===== config.mk =====
export PLATFORM = sky130hd
export DESIGN_NAME = mem_arbiter
export DESIGN_NICKNAME = d
export VERILOG_FILES = /design/src/rtl/mem_arb_pkg.sv /design/src/rtl/mem_arbiter.sv
export SDC_FILE = /design/constraint.sdc
export NUM_CORES = 1
export LEC_CHECK = 0
export CORE_AREA = 2 2 106 108
export DETAILED_ROUTE_END_ITERATION = 8
export DIE_AREA = 0 0 108 110
export GPL_ROUTABILITY_DRIVEN = 0
export GPL_TIMING_DRIVEN = 1
export PLACE_DENSITY = 0.66
export SYNTH_ARGS = -nofsm -noshare
export SYNTH_HDL_FRONTEND = slang
export SYNTH_SLANG_ARGS = --single-unit

===== constraint.sdc =====
create_clock -name clk -period 1.6 [get_ports clk]
set_input_delay 0.16 -clock clk [delete_from_list [all_inputs] [get_ports clk]]
set_output_delay 0.16 -clock clk [all_outputs]
set_load 0.02 [all_outputs]

===== src/rtl/mem_arb_pkg.sv =====
// Shared definitions for the two-master memory arbiter.
//   arb_state_e         : arbiter FSM states (IDLE, I_WAIT, D_WAIT)
//   DEFAULT_BASE_ADDR   : default byte address of memory word 0
//   DEFAULT_DEPTH_WORDS : default memory depth in 32-bit words
package mem_arb_pkg;

    typedef enum logic [1:0] {
        IDLE   = 2'd0,
        I_WAIT = 2'd1,
        D_WAIT = 2'd2
    } arb_state_e;

    localparam logic [31:0] DEFAULT_BASE_ADDR   = 32'h0000_1000;
    localparam int          DEFAULT_DEPTH_WORDS = 1024;

endpackage


===== src/rtl/mem_arbiter.sv =====
// Arbiter sharing one single-port synchronous memory between a fetch port
// (i_*) and a data port (d_*).
// Ports:
//   clk, reset           : clock, asynchronous active-high reset
//   i_req/i_addr         : fetch read request, byte address
//   i_gnt/i_rvalid/i_rdata : fetch grant, read data valid, read data
//   d_req/d_we/d_addr/d_wdata/d_wmask : data load/store request
//   d_gnt/d_rvalid/d_rdata : data grant, load data valid, load data
//   m_en/m_we/m_addr/m_wdata/m_rdata : memory port (m_rdata one cycle after a read)
//   err                  : one-cycle pulse after an out-of-range access
//   conflict_cnt         : saturating count of contended IDLE cycles
// Grants are combinational in IDLE only; a read spends one extra cycle in
// I_WAIT/D_WAIT to return its data, a store finishes in its grant cycle.
module mem_arbiter
    import mem_arb_pkg::*;
#(
    parameter logic [31:0] BASE_ADDR   = DEFAULT_BASE_ADDR,
    parameter int          DEPTH_WORDS = DEFAULT_DEPTH_WORDS
) (
    input  logic                           clk,
    input  logic                           reset,
    input  logic                           i_req,
    input  logic [31:0]                    i_addr,
    output logic                           i_gnt,
    output logic                           i_rvalid,
    output logic [31:0]                    i_rdata,
    input  logic                           d_req,
    input  logic                           d_we,
    input  logic [31:0]                    d_addr,
    input  logic [31:0]                    d_wdata,
    input  logic [3:0]                     d_wmask,
    output logic                           d_gnt,
    output logic                           d_rvalid,
    output logic [31:0]                    d_rdata,
    output logic                           m_en,
    output logic [3:0]                     m_we,
    output logic [$clog2(DEPTH_WORDS)-1:0] m_addr,
    output logic [31:0]                    m_wdata,
    input  logic [31:0]                    m_rdata,
    output logic                           err,
    output logic [15:0]                    conflict_cnt
);

    localparam int AW = $clog2(DEPTH_WORDS);

    arb_state_e  state_q, state_d;
    logic        last_d_q, last_d_d;   // 1 = data port won the most recent grant
    logic        rd_hit_q, rd_hit_d;   // the read in flight was in range
    logic        err_q, err_d;
    logic [15:0] cnt_q, cnt_d;

    logic        gnt_i_s, gnt_d_s, contend_s, hit_s;
    logic [31:0] sel_addr_s;

    // Word-aligned range check; 33-bit math keeps the upper bound from wrapping.
    function automatic logic addr_in_range(input logic [31:0] a);
        logic [32:0] wa;
        logic [32:0] lo;
        logic [32:0] hi;
        wa = {1'b0, a} & ~33'd3;
        lo = {1'b0, BASE_ADDR};
        hi = lo + (33'(DEPTH_WORDS) << 2);
        return (wa >= lo) && (wa < hi);
    endfunction

    // Grant selection: only in IDLE and never while reset is asserted.
    always_comb begin
        gnt_i_s   = 1'b0;
        gnt_d_s   = 1'b0;
        contend_s = 1'b0;
        if ((state_q == IDLE) && !reset) begin
            contend_s = i_req && d_req;
            if (contend_s) begin
                // The port that did not win last time takes this one.
                if (last_d_q) begin
                    gnt_i_s = 1'b1;
                end else begin
                    gnt_d_s = 1'b1;
                end
            end else if (i_req) begin
                gnt_i_s = 1'b1;
            end else if (d_req) begin
                gnt_d_s = 1'b1;
            end else begin
                gnt_i_s = 1'b0;
            end
        end else begin
            contend_s = 1'b0;
        end
    end

    // Memory port drive for the granted request.
    always_comb begin
        sel_addr_s = gnt_d_s ? d_addr : i_addr;
        hit_s      = addr_in_range(sel_addr_s);
        m_en       = (gnt_i_s || gnt_d_s) && hit_s;
        m_we       = (gnt_d_s && d_we && hit_s) ? d_wmask : 4'b0000;
        m_addr     = AW'((sel_addr_s - BASE_ADDR) >> 2);
        m_wdata    = d_wdata;
    end

    // Next-state, grant history, error pulse and contention counter.
    always_comb begin
        state_d  = state_q;
        last_d_d = last_d_q;
        rd_hit_d = rd_hit_q;
        err_d    = (gnt_i_s || gnt_d_s) && !hit_s;
        cnt_d    = cnt_q;
        case (state_q)
            IDLE: begin
                if (gnt_i_s) begin
                    state_d  = I_WAIT;
                    last_d_d = 1'b0;
                    rd_hit_d = hit_s;
                end else if (gnt_d_s) begin
                    last_d_d = 1'b1;
                    if (!d_we) begin
                        state_d  = D_WAIT;
                        rd_hit_d = hit_s;
                    end else begin
                        state_d = IDLE;
                    end
                end else begin
                    state_d = IDLE;
                end
            end
            I_WAIT:  state_d = IDLE;
            D_WAIT:  state_d = IDLE;
            default: state_d = IDLE;
        endcase
        if (contend_s && (cnt_q != 16'hFFFF)) begin
            cnt_d = cnt_q + 16'd1;
        end else begin
            cnt_d = cnt_q;
        end
    end

    // State registers; reset discards any read in flight.
    always_ff @(posedge clk or posedge reset) begin
        if (reset) begin
            state_q  <= IDLE;
            last_d_q <= 1'b0;
            rd_hit_q <= 1'b0;
            err_q    <= 1'b0;
            cnt_q    <= 16'd0;
        end else begin
            state_q  <= state_d;
            last_d_q <= last_d_d;
            rd_hit_q <= rd_hit_d;
            err_q    <= err_d;
            cnt_q    <= cnt_d;
        end
    end

    // Read return: out-of-range reads still complete, with zero data.
    always_comb begin
        i_gnt        = gnt_i_s;
        d_gnt        = gnt_d_s;
        i_rvalid     = (state_q == I_WAIT);
        d_rvalid     = (state_q == D_WAIT);
        i_rdata      = (i_rvalid && rd_hit_q) ? m_rdata : 32'h0;
        d_rdata      = (d_rvalid && rd_hit_q) ? m_rdata : 32'h0;
        err          = err_q;
        conflict_cnt = cnt_q;
    end

endmodule


==> metrics.md, run 1 <==
| Metric | Value |
|---|---|
| Outcome | complete, but fails checks |
| Failing checks | negative setup slack |
| Worst-path cell chain | buf_6 -> or4b_4 -> buf_6 -> nor3_4 -> nand4_1 -> mux2_1 |
| Die Span Y | about 110 um |
| Multi-input gate area | between 0.0015 and 0.002 sq mm |
| Setup crit start kind | flip-flop |
| Synth Warn # | 0 |
| Die span in x | between 100 and 150 um |
| Tcrit/Tclk final | 124% |
| Top-count cell post-synth | and3_1 |
| Drt first pass iters | 4 |
| Layout cells sized above 1 | about half |
| Vias in the first global route | roughly 2.8k |
| Initial core utilization | between 10% and 20% |
| Post-synthesis register bit count | 21 |
| Max Cap Viol | 0 |
| Cell mode on critical path | buf_6 |
| HP Class | input port to asynchronous set/reset pin |
| Grt ovf | 0 |
| Largest family of logic cells by synthesized area | simple AND/OR/NAND/NOR gates |
| Final WS setup | -390 ps |
| WL final | 9230 um |
| CP bufs+invs | 2 |
| Worst reg2reg path startpoint | state_q[1] |
| Post-synthesis compound-gate area fraction | approximately 4.0% |
| Post-Synthesis Cells | 240 |
| CTS tree | yes |
| Initial antenna violation count | 0 |
| Via density per instance | roughly 4.5 |
| Filler Cell Count | around 1k |
| PortBufs | 200 |
| Post-Place Cell Area | around 0.0043 sq mm |
| Vias | ~2.7k |
| HPWL after DPL | 6760 um |
| CP max stage delay | 510 ps |
| Arrival time at the worst endpoint | roughly 2100 ps |
| Max-slew headroom | roughly two thirds |
| Average routed wire per standard cell | around 15 um |
| Max Fclk | 0.503 GHz |
| Synth Flop Type | dfrtp_1 |
| Yosys top cell area share | 26.2% |
| DIE AREA | 0.0119 sq mm |
| Hold slack | ~260 ps |
| Synth-to-layout area growth | 152% |
| Synth Area in XOR/XNOR | approximately 4.8% |
| H-tree depth | 1 |
| Synth cell types | 35 |
| Async SR Flop Fraction | 100% |
| Power Density | between 500 and 600 mW/mm^2 |
| Root Driver | clkbuf_8 |
| DRC Markers | 0 |
| Cell area after layout | ~0.005 sq mm |
| Most instantiated cells after synthesis | and3_1, buf_4, dfrtp_1 |
| Cts-stage hold buffer count | 0 |
| Crit end category | flip-flop |
| Mapped Nets | ~380 |
| Top Ports | approximately 270 |
| # placed instances | around 580 |
| Clock transition at the registers of the reported paths | 90 ps |
| Synth Cell Area | ~0.002 sq mm |
| Worst skew pair latency | 260 ps |
| RSZ-0062 raised after global routing | true |
| First-pass GRT wire length | 12,900 um |
| Post-synth EDFFs | 0 |
| R2r endpoint | conflict_cnt[8] |
| Mux cell area share after synthesis | between 8 and 9% |
| Mean area per synthesized cell | between 8 and 9 sq um |
| Hold Vio Cnt, Final | 0 |
| WP data required | about 1800 ps |
| Largest net degree at the start of global routing | 66 |
| Pre-CTS WS | -794 ps |
| Sequential share of the synthesized area | 26.2% |
| GRT Util Overall | 13.4% |
| Final Max Slew Viols | 0 |
| Crit-path max FO | 5 |
| Initial drt markers | 100 |
| Reg2reg path depth | 6 |
| Simple-gate share of the synthesized area | 40.3% |
| Core Area | about 0.011 sq mm |
| Top post-synthesis cells by area | dfrtp_1, and3_1, buf_4 |
| Tightest Pin Transition | about 520 ps |
| Leak Pwr | roughly 2.3 nW |
| Top delay family on crit path | simple AND/OR/NAND/NOR gates |
| Clock buffer count from CTS | 3 |
| Final Non-Filler Cells | roughly 610 |
| Final min period | around 2000 ps |
| Count of final setup violators | 100 |
| FP Rows | 38 |
| Crit path kind | flip-flop to flip-flop |
| Worst vdd ir | approximately 0.5 mV |
| Worst Skew | around 11 ps |
| Layout Nets | between 600 and 700 |
| Clk sinks | 21 |
| Fin util | ~47% |
| Worst-case clock buffer depth | 2 |
| Post-Synth Adder-Cell Area | less than 1% |
| Slowest cell on crit path | or4b_4 |
| Area leader, netlist | dfrtp_1 |
| Reg area | around 530 sq um |
| R2R setup slack | -390 ps |
| Post-route ant nets | 0 |
## final cells by class
type | instances | share of cell area [%]
Sequential cell | 21 | 10.4
Clock buffer | 3 | 0.817
Clock inverter | 1 | 0.149
Timing Repair Buffer | 267 | 52.9
Antenna cell | 1 | 0.0495
Inverter | 6 | 0.446
Tap cell | 140 | 3.47
Multi-Input combinational cell | 167 | 31.8
## worst reg2reg max path: stages, from the launching register on
cell,delay (ps)
dfrtp_1,430
buf_6,140
or4b_4,510
buf_6,150
nor3_4,210
nand4_1,140
mux2_1,320
## power by group
group / switching [mW] / total [mW] / internal, mW
Sequential: 0.0566 / 0.661 / 0.604
Clock: 0.184 / 0.359 / 0.176
Combinational: 0.677 / 1.51 / 0.837
## registers in the layout, summed over array words and instances (netlist names)
register      count
last_d_q          1
rd_hit_q          1
conflict_cnt     16
err               1
state_q           2
## placed cells by master (no fill, tap or decap), types with 3 or more instances in the layout
master / count
and3_1: 26
nand3_1: 5
buf_6: 96
clkdlybuf4s50_1: 101
nor3_4: 4
and2_4: 4
buf_4: 40
nor4_1: 6
dlymetal6s2s_1: 3
inv_1: 5
nor2_4: 3
nor4_2: 4
nor2_1: 6
dlygate4sd2_1: 13
and3_4: 40
o21ai_0: 3
dfrtp_1: 21
buf_2: 10
clkbuf_8: 3
nand4_1: 7
xor2_1: 9
nand2_1: 5
mux2_1: 11
## layer usage
metal / vias up / wire [um] / track usage (%)
li1: 1294 / - / -
met1: 1265 / 3010 / 12.7
met2: 144 / 5310 / 28.2
met3: 16 / 762 / 2.70
met4: 0 / 156 / 4.40
met5: - / 0 / 0
## stage by stage
stage                     power (mW)  TNS (ps)
after floorplan                 1.31     -1270
after global placement          1.94    -31480
after detailed placement        1.96    -32040
final                           2.53    -21320
after CTS                       2.42    -18450
after global routing            2.70    -29650
## how the worst max path moves through the flow
stage | startpoint | end | slack, ps | cells after the start
6_report | state_q[1] | conflict_cnt[8] | -390 | 6
4_1_cts | state_q[0] | conflict_cnt[14] | -400 | 6
2_1_floorplan | state_q[0] | conflict_cnt[8] | -170 | 4
5_1_grt | state_q[0] | m_addr[4] | -470 | 6
3_3_place_gp | reset | m_en | -800 | 6
3_5_place_dp | reset | m_we[3] | -790 | 7
## cell families after synthesis
logic type,after synthesis
adders and majority gates,1
and+or+nand+nor,128
AOI/OAI and AO/OA,12
xor gates and xnor gates,11
muxes,15
buffers and inverters,52
DFF,21
## what timing repair did
action,CTS,global route
buffers inserted,20,2
gates resized for setup,463,140
cloned,2,2
setup endpoints to repair,101,104
pin swaps,39,18
No activity file was read; power rests on OpenSTA's default activity.
==> inputs of run 2 (changes only) <==
SKIP_LAST_GASP = 1   (was default)
SLEW_MARGIN = 40   (was default)
==> run 2 against run 1 <==
  * The flow still finishes with violations (negative setup slack)
  * Largest cell class unchanged
  * Critical path type is now flip-flop to output port
  * Critical endpoint is now d_rdata[18]
  * Via count is 0.55% higher
  * Sequential share of layout area is 0.091 points higher
  * Sequential power hardly changed
==> metrics.md, run 2 (synthesis gave the netlist of run 1 again) <==
| Metric | Value |
|---|---|
| Root Driver | clkbuf_8 |
| HPWL after DPL | between 6000 and 7000 um |
| Grt ovf | 0 |
| Max reg flops | 16 |
| Final Non-Filler Cells | between 600 and 700 |
| Most frequent cells in the layout | clkdlybuf4s50_1, buf_6, buf_4 |
| Max Cap Viol | 0 |
| Drt first pass iters | 4 |
| WP data required | approximately 1400 ps |
| Die span in x | between 100 and 150 um |
| Average routed wire per standard cell | approximately 15 um |
| Largest net degree at the start of global routing | 66 |
| Tcrit/Tclk final | 125% |
| GRT Util Overall | between 10% and 20% |
| Power Density | ~500 mW/mm^2 |
| FP Rows | 38 |
| First-pass GRT wire length | between 10,000 and 15,000 um |
| Worst Skew | ~12 ps |
| HP Class | input port to asynchronous set/reset pin |
| Worst reg2reg path startpoint | state_q[1] |
| Clk sinks | 21 |
| Top Ports | 269 |
| Worst skew pair latency | about 260 ps |
| Filler Cell Count | between 1k and 1.5k |
| Layout cells sized above 1 | 48.3% |
| Layout Nets | 607 |
| Outcome | complete, but fails checks |
| Max-slew headroom | about 65% |
| Final Max Slew Viols | 0 |
| Initial antenna violation count | 0 |
| DIE AREA | ~0.012 sq mm |
| R2R setup slack | -390 ps |
| Pre-CTS WS | -794 ps |
| Crit path kind | flip-flop to output port |
| Vias in the first global route | 2,794 |
| DRC Markers | 0 |
| Setup tns final | -26,480 ps |
| Setup crit start kind | flip-flop |
| Reg2reg path depth | 6 |
| Hold Vio Cnt, Final | 0 |
| CTS tree | yes |
| Core Area | approximately 0.011 sq mm |
| R2r endpoint | conflict_cnt[8] |
| Vias | about 2.7k |
| Post-Place Cell Area | ~0.0043 sq mm |
| Hold slack | approximately 260 ps |
| Crit-path max FO | 16 |
| Failing checks | negative setup slack |
| Clock transition at the registers of the reported paths | around 90 ps |
| Post-route ant nets | 0 |
| Clock buffer count from CTS | 3 |
| Initial core utilization | a little under a fifth |
| Max Fclk | about 0.50 GHz |
| Cts-stage hold buffer count | 0 |
| Initial drt markers | 74 |
| Most common cell after layout, fill and taps aside | clkdlybuf4s50_1 |
| Worst-case clock buffer depth | 2 |
| Synth-to-layout area growth | 150% |
| Via density per instance | between 4 and 5 |
| WL final | 9390 um |
| Count of final setup violators | 100 |
| Multi-input gate area | roughly 0.0016 sq mm |
| Reg area | between 500 and 600 sq um |
| # placed instances | around 580 |
| Tightest Pin Transition | between 500 and 600 ps |
| H-tree depth | 1 |
| RSZ-0062 raised after global routing | true |
| Cell area after layout | 0.00501 sq mm |
| Crit end category | output port |
| Leak Pwr | approximately 2.3 nW |
| PortBufs | 200 |
| Worst vdd ir | between 0.5 and 0.6 mV |
| Die Span Y | ~110 um |
| Final min period | 2010 ps |
| Arrival time at the worst endpoint | approximately 1900 ps |
| Final WS setup | -407 ps |
==> run 2: final cells by class <==
type / count / share of cell area (%)
Clock buffer: 3 / 0.824
Antenna cell: 1 / 0.0499
Clock inverter: 1 / 0.150
Tap cell: 140 / 3.50
Multi-Input combinational cell: 167 / 30.9
Sequential cell: 21 / 10.5
Timing Repair Buffer: 270 / 53.6
Inverter: 6 / 0.449
==> run 2: worst max-delay path by stage <==
stage                           from               end  slack [ps]  depth (start not counted)
after detailed placement       reset           m_we[3]        -790                          7
after CTS                 state_q[0]  conflict_cnt[14]        -400                          6
after global routing      state_q[1]       d_rdata[18]        -490                          6
final                     state_q[1]       d_rdata[18]        -410                          6
after floorplan           state_q[0]   conflict_cnt[8]        -170                          4
after global placement         reset              m_en        -800                          6
==> run 2: per-stage QoR <==
| stage | util, % | total power, mW |
|---|---|---|
| 3_5_place_dp | 39.7 | 1.96 |
| 5_1_grt | 46.8 | 2.69 |
| 4_1_cts | 43.3 | 2.42 |
| 2_1_floorplan | - | 1.31 |
| 3_3_place_gp | 39.7 | 1.94 |
| 6_report | 46.8 | 2.52 |
==> run 2: per-layer routing <==
| metal | up-vias | share of wire [%] | track usage, % |
|---|---|---|---|
| met5 | - | 0 | 0 |
| met4 | 0 | 2.2 | 4.76 |
| met3 | 20 | 8.7 | 2.65 |
| met2 | 150 | 57 | 28.3 |
| met1 | 1261 | 32 | 12.7 |
| li1 | 1303 | - | - |
==> run 2: what timing repair did <==
item | CTS | global route
hold endpoints to repair | 0 | 0
gates resized for setup | 410 | 118
setup buffers | 20 | 4
cloned | 2 | 3
setup endpoints to repair | 101 | 104
pin swaps | 37 | 16
==> run 2: worst max-delay path: stages, from the launching register on <==
cell and delay (ps):
dfrtp_1 430, buf_6 130, buf_6 100, nor2b_4 280, clkbuf_16 230, and3_1 160
clkdlybuf4s15_2 260
==> run 2: power by group <==
group | internal, mW | leakage, nW | switching [mW]
Sequential | 0.604 | 0.274 | 0.0565
Clock | 0.176 | 0.0217 | 0.182
Combinational | 0.832 | 2.04 | 0.669
==> variant 1, RTL diff (config.mk and constraints of run 1) <==
Reset style: synchronous (`reset`), changed in one clocked block. Comments in the files are not updated.
--- a/src/rtl/mem_arbiter.sv
+++ b/src/rtl/mem_arbiter.sv
@@ -136,7 +136,7 @@
     end
 
     // State registers; reset discards any read in flight.
-    always_ff @(posedge clk or posedge reset) begin
+    always_ff @(posedge clk) begin
         if (reset) begin
             state_q  <= IDLE;
             last_d_q <= 1'b0;
Function: differs if reset is asserted again (counterexample within 4 cycles, from zero or initial values and one cycle with reset high); with reset held inactive, the same outputs for 10 cycles.
==> variant 1 against run 1 <==
- the run still ends with setup timing left
- critical endpoint is now i_rdata[23]
- sequential share of layout area shrank 1.4 points
- highest routed layer unchanged
- sequential cell count stayed put
- cell area increased by 1.1%
- critical path type is now register to output port
- setup slack better by 0.25 ns
- fmax grew 14%
- routed wire length increased by 11%
- area after synthesis shrank 1.1%
Power is not compared: it rests on default switching activity, and its combinational part moved more than twofold at a synthesized area within 25%.
==> variant 1: results (changes against run 1) <==
metric;value;unit;change
Clock Latency Late Sink;0.27;ns;
Synth area leaders;and3_1 (22%), dfxtp_1 (21%), buf_4 (12%);;
total CTS buffers;3;;unchanged
Final HPWL DP;6910;um;+2.2%
uppermost routed layer;met4;;
PnR worst setup slack;-0.139;ns;+0.250 ns
placed instance count;604;;+4.9%
yosys warns;0;;unchanged
share of layout cells above drive strength 1;0.533;;+0.0317
DR WL/cell;16.4;um;+7.4%
Routed met2 length;5730;um;+8.0%
largest net degree at the start of global routing;66;;unchanged
# H-tree levels;1;;unchanged
slowest stage delay, CP;0.36;ns;-0.15 ns
met1 WL;3680;um;+22%
# fillers;1041;;+2.7%
met3 wire length;755;um;-0.92%
Synth Flop Type;dfxtp_1;;
min-delay worst type;primary input to output port;;
# diodes;0;;-1
GRT Util Overall;0.137;;+0.00265
vias in the first global route;2763;;-0.43%
CP max stage cell;dfxtp_4;;
skew final;0.00904;ns;-0.00206 ns
Slew HR;0.685;;+0.0349
Top delay family on crit path;buffers and inverters;;
syn nets;419;;+11%
Final nets;627;;+3.8%
most instantiated cells after synthesis;and3_1 (69), nand2_1 (40), buf_4 (33);;
worst path arrival time;1.58;ns;-0.56 ns
Post-DP Area;4160;um2;-2.1%
Setup-failing EPs final;83;;-17%
violated checks;setup timing;;
Async SR Flop Fraction;0;;-1.00
max reg flops;16;;unchanged
DR vias;2972;;+9.3%
status;complete, but fails checks;;
crit-path max FO;8;;+3
peak supply drop;273;uV;
Via density;4.73;;+5.5%
Worst-path clk slew;0.08;ns;
DRT Pass-1 Iters;4;;unchanged
distinct cell type count of the synthesized netlist;38;;+8.6%
post-synthesis sequential area ratio;0.212;;-0.0502
CTS root buf;clkbuf_8;;
CTS max path bufs;2;;unchanged
I/O Buffers;200;;unchanged
starting DRC count in detailed routing;119;;+19%
Leakage;0.00214;uW;
syn avg cell area;7.06;um2;-15%
initial antenna violation count;0;;unchanged
first-pass GRT wire length;13400;um;+3.6%
variant 1: changes by cell type after synthesis, sizes merged, moves of 5 or more:
cell / delta
nor2: -7
or4: +8
o41ai: +5
nand2: +33
o31ai: +5
and2: -5
mux2: -14
a21oi: +9
xor2: -9
dfxtp: +21
dfrtp: -21
variant 1: worst paths after layout:
| kind | from | to | slack (ns) | cells after the start |
|---|---|---|---|---|
| worst max-delay path | state_q[1] | i_rdata[23] | -0.14 | 7 |
| worst min-delay path | d_wdata[1] | m_wdata[1] | 0.32 | 0 |
| worst max register to register | state_q[1] | conflict_cnt[11] | -0.11 | 6 |
| worst min register to register | conflict_cnt[10] | conflict_cnt[10] | 0.45 | 1 |
variant 1: routing by layer:
metal / global-route usage / up-vias
li1: - / 1430
met1: 0.154 / 1393
met2: 0.261 / 139
met3: 0.0253 / 10
met4: 0.0403 / 0
met5: 0 / -
variant 1: cell families (layout without fill, tap and decap cells):
logic type / count (synthesis) / after routing / share of synthesized area
flip-flops: 21 / 21 / 0.212
AND/OR/NAND/NOR: 161 / 161 / 0.473
AO/OA/AOI/OAI: 38 / 38 / 0.132
adder cells (fa/ha/maj): 1 / 1 / 0.00631
buffers and inverters: 60 / 267 / 0.177
variant 1: cell type report:
cell class	count	share of cell area
Sequential cell	21	0.0896
Inverter	9	0.00661
Tap cell	140	0.0343
Clock buffer	3	0.00808
Clock inverter	1	0.00147
Timing Repair Buffer	254	0.518
Multi-Input combinational cell	200	0.342
variant 1: stage by stage:
| step | TNS (ns) | util | power (uW) | hold slack, ns | setup WS [ns] |
|---|---|---|---|---|---|
| 2_1_floorplan | -0.0435 | - | 841 | 0.232 | -0.0435 |
| 6_report | -7.76 | 0.478 | 1610 | 0.320 | -0.139 |
| 5_1_grt | -13.47 | 0.478 | 1690 | 0.320 | -0.206 |
| 4_1_cts | -1.93 | 0.390 | 1530 | 0.320 | -0.150 |
| 3_5_place_dp | -25.83 | 0.389 | 1140 | 0.320 | -0.803 |
| 3_3_place_gp | -24.50 | 0.389 | 1130 | 0.320 | -0.796 |
variant 1: repair_timing:
action	in CTS	in global routing
pin swaps	40	17
buffers inserted	6	6
hold endpoints to repair	0	0
resized for setup	441	218
cloned	3	7
setup endpoints to repair	90	99
variant 1: power by group:
group | leakage [uW] | internal [uW] | switching (uW) | total, uW
registers | 0.000180 | 524 | 7.17 | 531
logic | 0.00194 | 398 | 300 | 699
clock network | 0.0000217 | 176 | 204 | 380
==> variant 2, RTL diff (flow settings as in run 1) <==
Made on the original files. `DEFAULT_DEPTH_WORDS`: 1024 -> 2048.
--- a/src/rtl/mem_arb_pkg.sv
+++ b/src/rtl/mem_arb_pkg.sv
@@ -11,7 +11,7 @@
     } arb_state_e;
 
     localparam logic [31:0] DEFAULT_BASE_ADDR   = 32'h0000_1000;
-    localparam int          DEFAULT_DEPTH_WORDS = 1024;
+    localparam int          DEFAULT_DEPTH_WORDS = 2048;
 
 endpackage
 
Interface: changed (resized m_addr); port bits go from 269 to 270. The function was not compared with the original's and may differ.
==> variant 2 against run 1 <==
- the run still ends with setup timing left
- setup slack better by 0.19 ns
- critical path type is now register to output port
- count of clock-buffer cells in the layout grew 1
- total power rose by 1.3%
- core utilization is 2.9 points lower
- area after synthesis up 3.5%
- cell area is 6.2% lower
- sequential cell count is the same
- routed wire length is 6.1% higher
==> variant 2: results (changes against run 1) <==
metric;value;unit;change
vias in the first global route;2650;;-4.5%
Clock Latency Late Sink;0.25;ns;
CTS root buf;clkbuf_8;;
# fillers;1032;;+1.8%
syn nets;400;;+5.8%
yosys warns;0;;unchanged
setup tns final;-6.42;ns;+14.90 ns
Synth Flop Type;dfrtp_1;;
Final nets;615;;+1.8%
status;complete, but fails checks;;
post-route ant nets;0;;unchanged
crit path capture;m_en;;
distinct cell type count of the synthesized netlist;43;;+23%
DRT Pass-1 Iters;4;;unchanged
first-pass GRT wire length;13800;um;+7.2%
R2R Path End;rd_hit_q;;
largest net degree at the start of global routing;49;;-26%
post-synthesis sequential area ratio;0.253;;-0.00886
Setup-failing EPs final;93;;-7.0%
crit-path max FO;3;;-2
CTS max path bufs;2;;unchanged
Synth area leaders;dfrtp_1 (25%), and3_1 (20%), buf_4 (12%);;
total CTS buffers;3;;unchanged
initial antenna violation count;0;;unchanged
worst r2r src;state_q[0];;
FF-to-FF path depth;8;;+2
min-delay worst type;primary input to output port;;
PnR worst setup slack;-0.204;ns;+0.186 ns
skew final;0.00199;ns;-0.00911 ns
worst setup path start;state_q[0];;
max reg flops;16;;unchanged
Via density;4.52;;+0.76%
share of layout cells above drive strength 1;0.405;;-0.0956
Async SR Flop Fraction;1.00;;unchanged
most instantiated cells after synthesis;and3_1 (66), nand2_1 (41), buf_4 (32);;
I/O Buffers;201;;+0.50%
# diodes;0;;-1
starting DRC count in detailed routing;145;;+45%
Slew HR;0.700;;+0.0498
GRT Util Overall;0.143;;+0.00928
worst path arrival time;1.64;ns;-0.50 ns
peak supply drop;814;uV;+62%
# H-tree levels;1;;unchanged
Worst-path clk slew;0.07;ns;-0.02 ns
Leakage;0.00244;uW;+4.5%
DR WL/cell;15.9;um;+4.4%
Final HPWL DP;7210;um;+6.6%
violated checks;setup timing;;
Reg2Reg Setup Slack;-0.15;ns;+0.24 ns
-- variant 2: worst min path at each step --
stage,cells past startpoint,startpoint,slack [ns],endpoint
2_1_floorplan,1,reset,0.14,conflict_cnt[14]
3_3_place_gp,0,d_wdata[18],0.32,m_wdata[18]
3_5_place_dp,0,d_wdata[18],0.32,m_wdata[18]
4_1_cts,0,d_wdata[18],0.32,m_wdata[18]
5_1_grt,0,d_wdata[21],0.32,m_wdata[21]
6_report,0,d_wdata[21],0.32,m_wdata[21]
-- variant 2: stage by stage --
step	setup WS, ns	utilization	hold WS (ns)	instances	instance area [um2]
after floorplan	-0.0476	-	0.136	262	2140
after global placement	-0.785	0.407	0.320	594	4350
after detailed placement	-0.827	0.407	0.320	594	4350
after CTS	-0.208	0.431	0.320	612	4620
after global routing	-0.278	0.443	0.320	616	4740
final	-0.204	0.443	0.320	616	4740
-- variant 2: worst max-delay path: stages, from the launching register on --
cell	delay, ns
dfrtp_1	0.40
buf_4	0.17
nor4b_4	0.30
a21boi_4	0.25
a22o_1	0.16
buf_6	0.12
-- variant 2: logic make-up (layout without fill, tap and decap cells) --
| kind of cell | count (synthesis) | count (layout) | synth area share |
|---|---|---|---|
| mux | 4 | 4 | 0.0223 |
| xor+xnor | 15 | 15 | 0.0633 |
| buf+inv | 54 | 268 | 0.160 |
| compound gates | 16 | 16 | 0.0603 |
| simple gates | 151 | 151 | 0.435 |
| flops | 21 | 21 | 0.253 |
| fa+ha+maj | 1 | 1 | 0.00603 |
-- variant 2: what timing repair did --
action / CTS / global route
pin swaps: 27 / 12
setup endpoints to repair: 97 / 101
resized for setup: 485 / 31
buffers inserted: 12 / 4
cloned: 2 / 0
-- variant 2: report_power, final --
| group | leakage [uW] | internal [uW] | switching [uW] |
|---|---|---|---|
| Clock | 0.0000228 | 177 | 162 |
| Sequential | 0.000262 | 618 | 110 |
| Combinational | 0.00216 | 798 | 701 |
| Total | 0.00244 | 1590 | 974 |
-- variant 2: layout make-up --
type | count | share of cell area
sequential | 21 | 0.113
timing repair buffer | 259 | 0.515
multi-input combinational | 187 | 0.321
clock buffer | 4 | 0.00950
inverter | 5 | 0.00501
tap | 140 | 0.0369
-- variant 2: layer usage --
| layer | global-route usage | vias up | wire [um] |
|---|---|---|---|
| li1 | - | 1336 | - |
| met1 | 0.165 | 1312 | 3600 |
| met2 | 0.283 | 133 | 5320 |
| met3 | 0.0276 | 4 | 846 |
| met4 | 0.0128 | 0 | 29 |
| met5 | 0 | - | 0 |
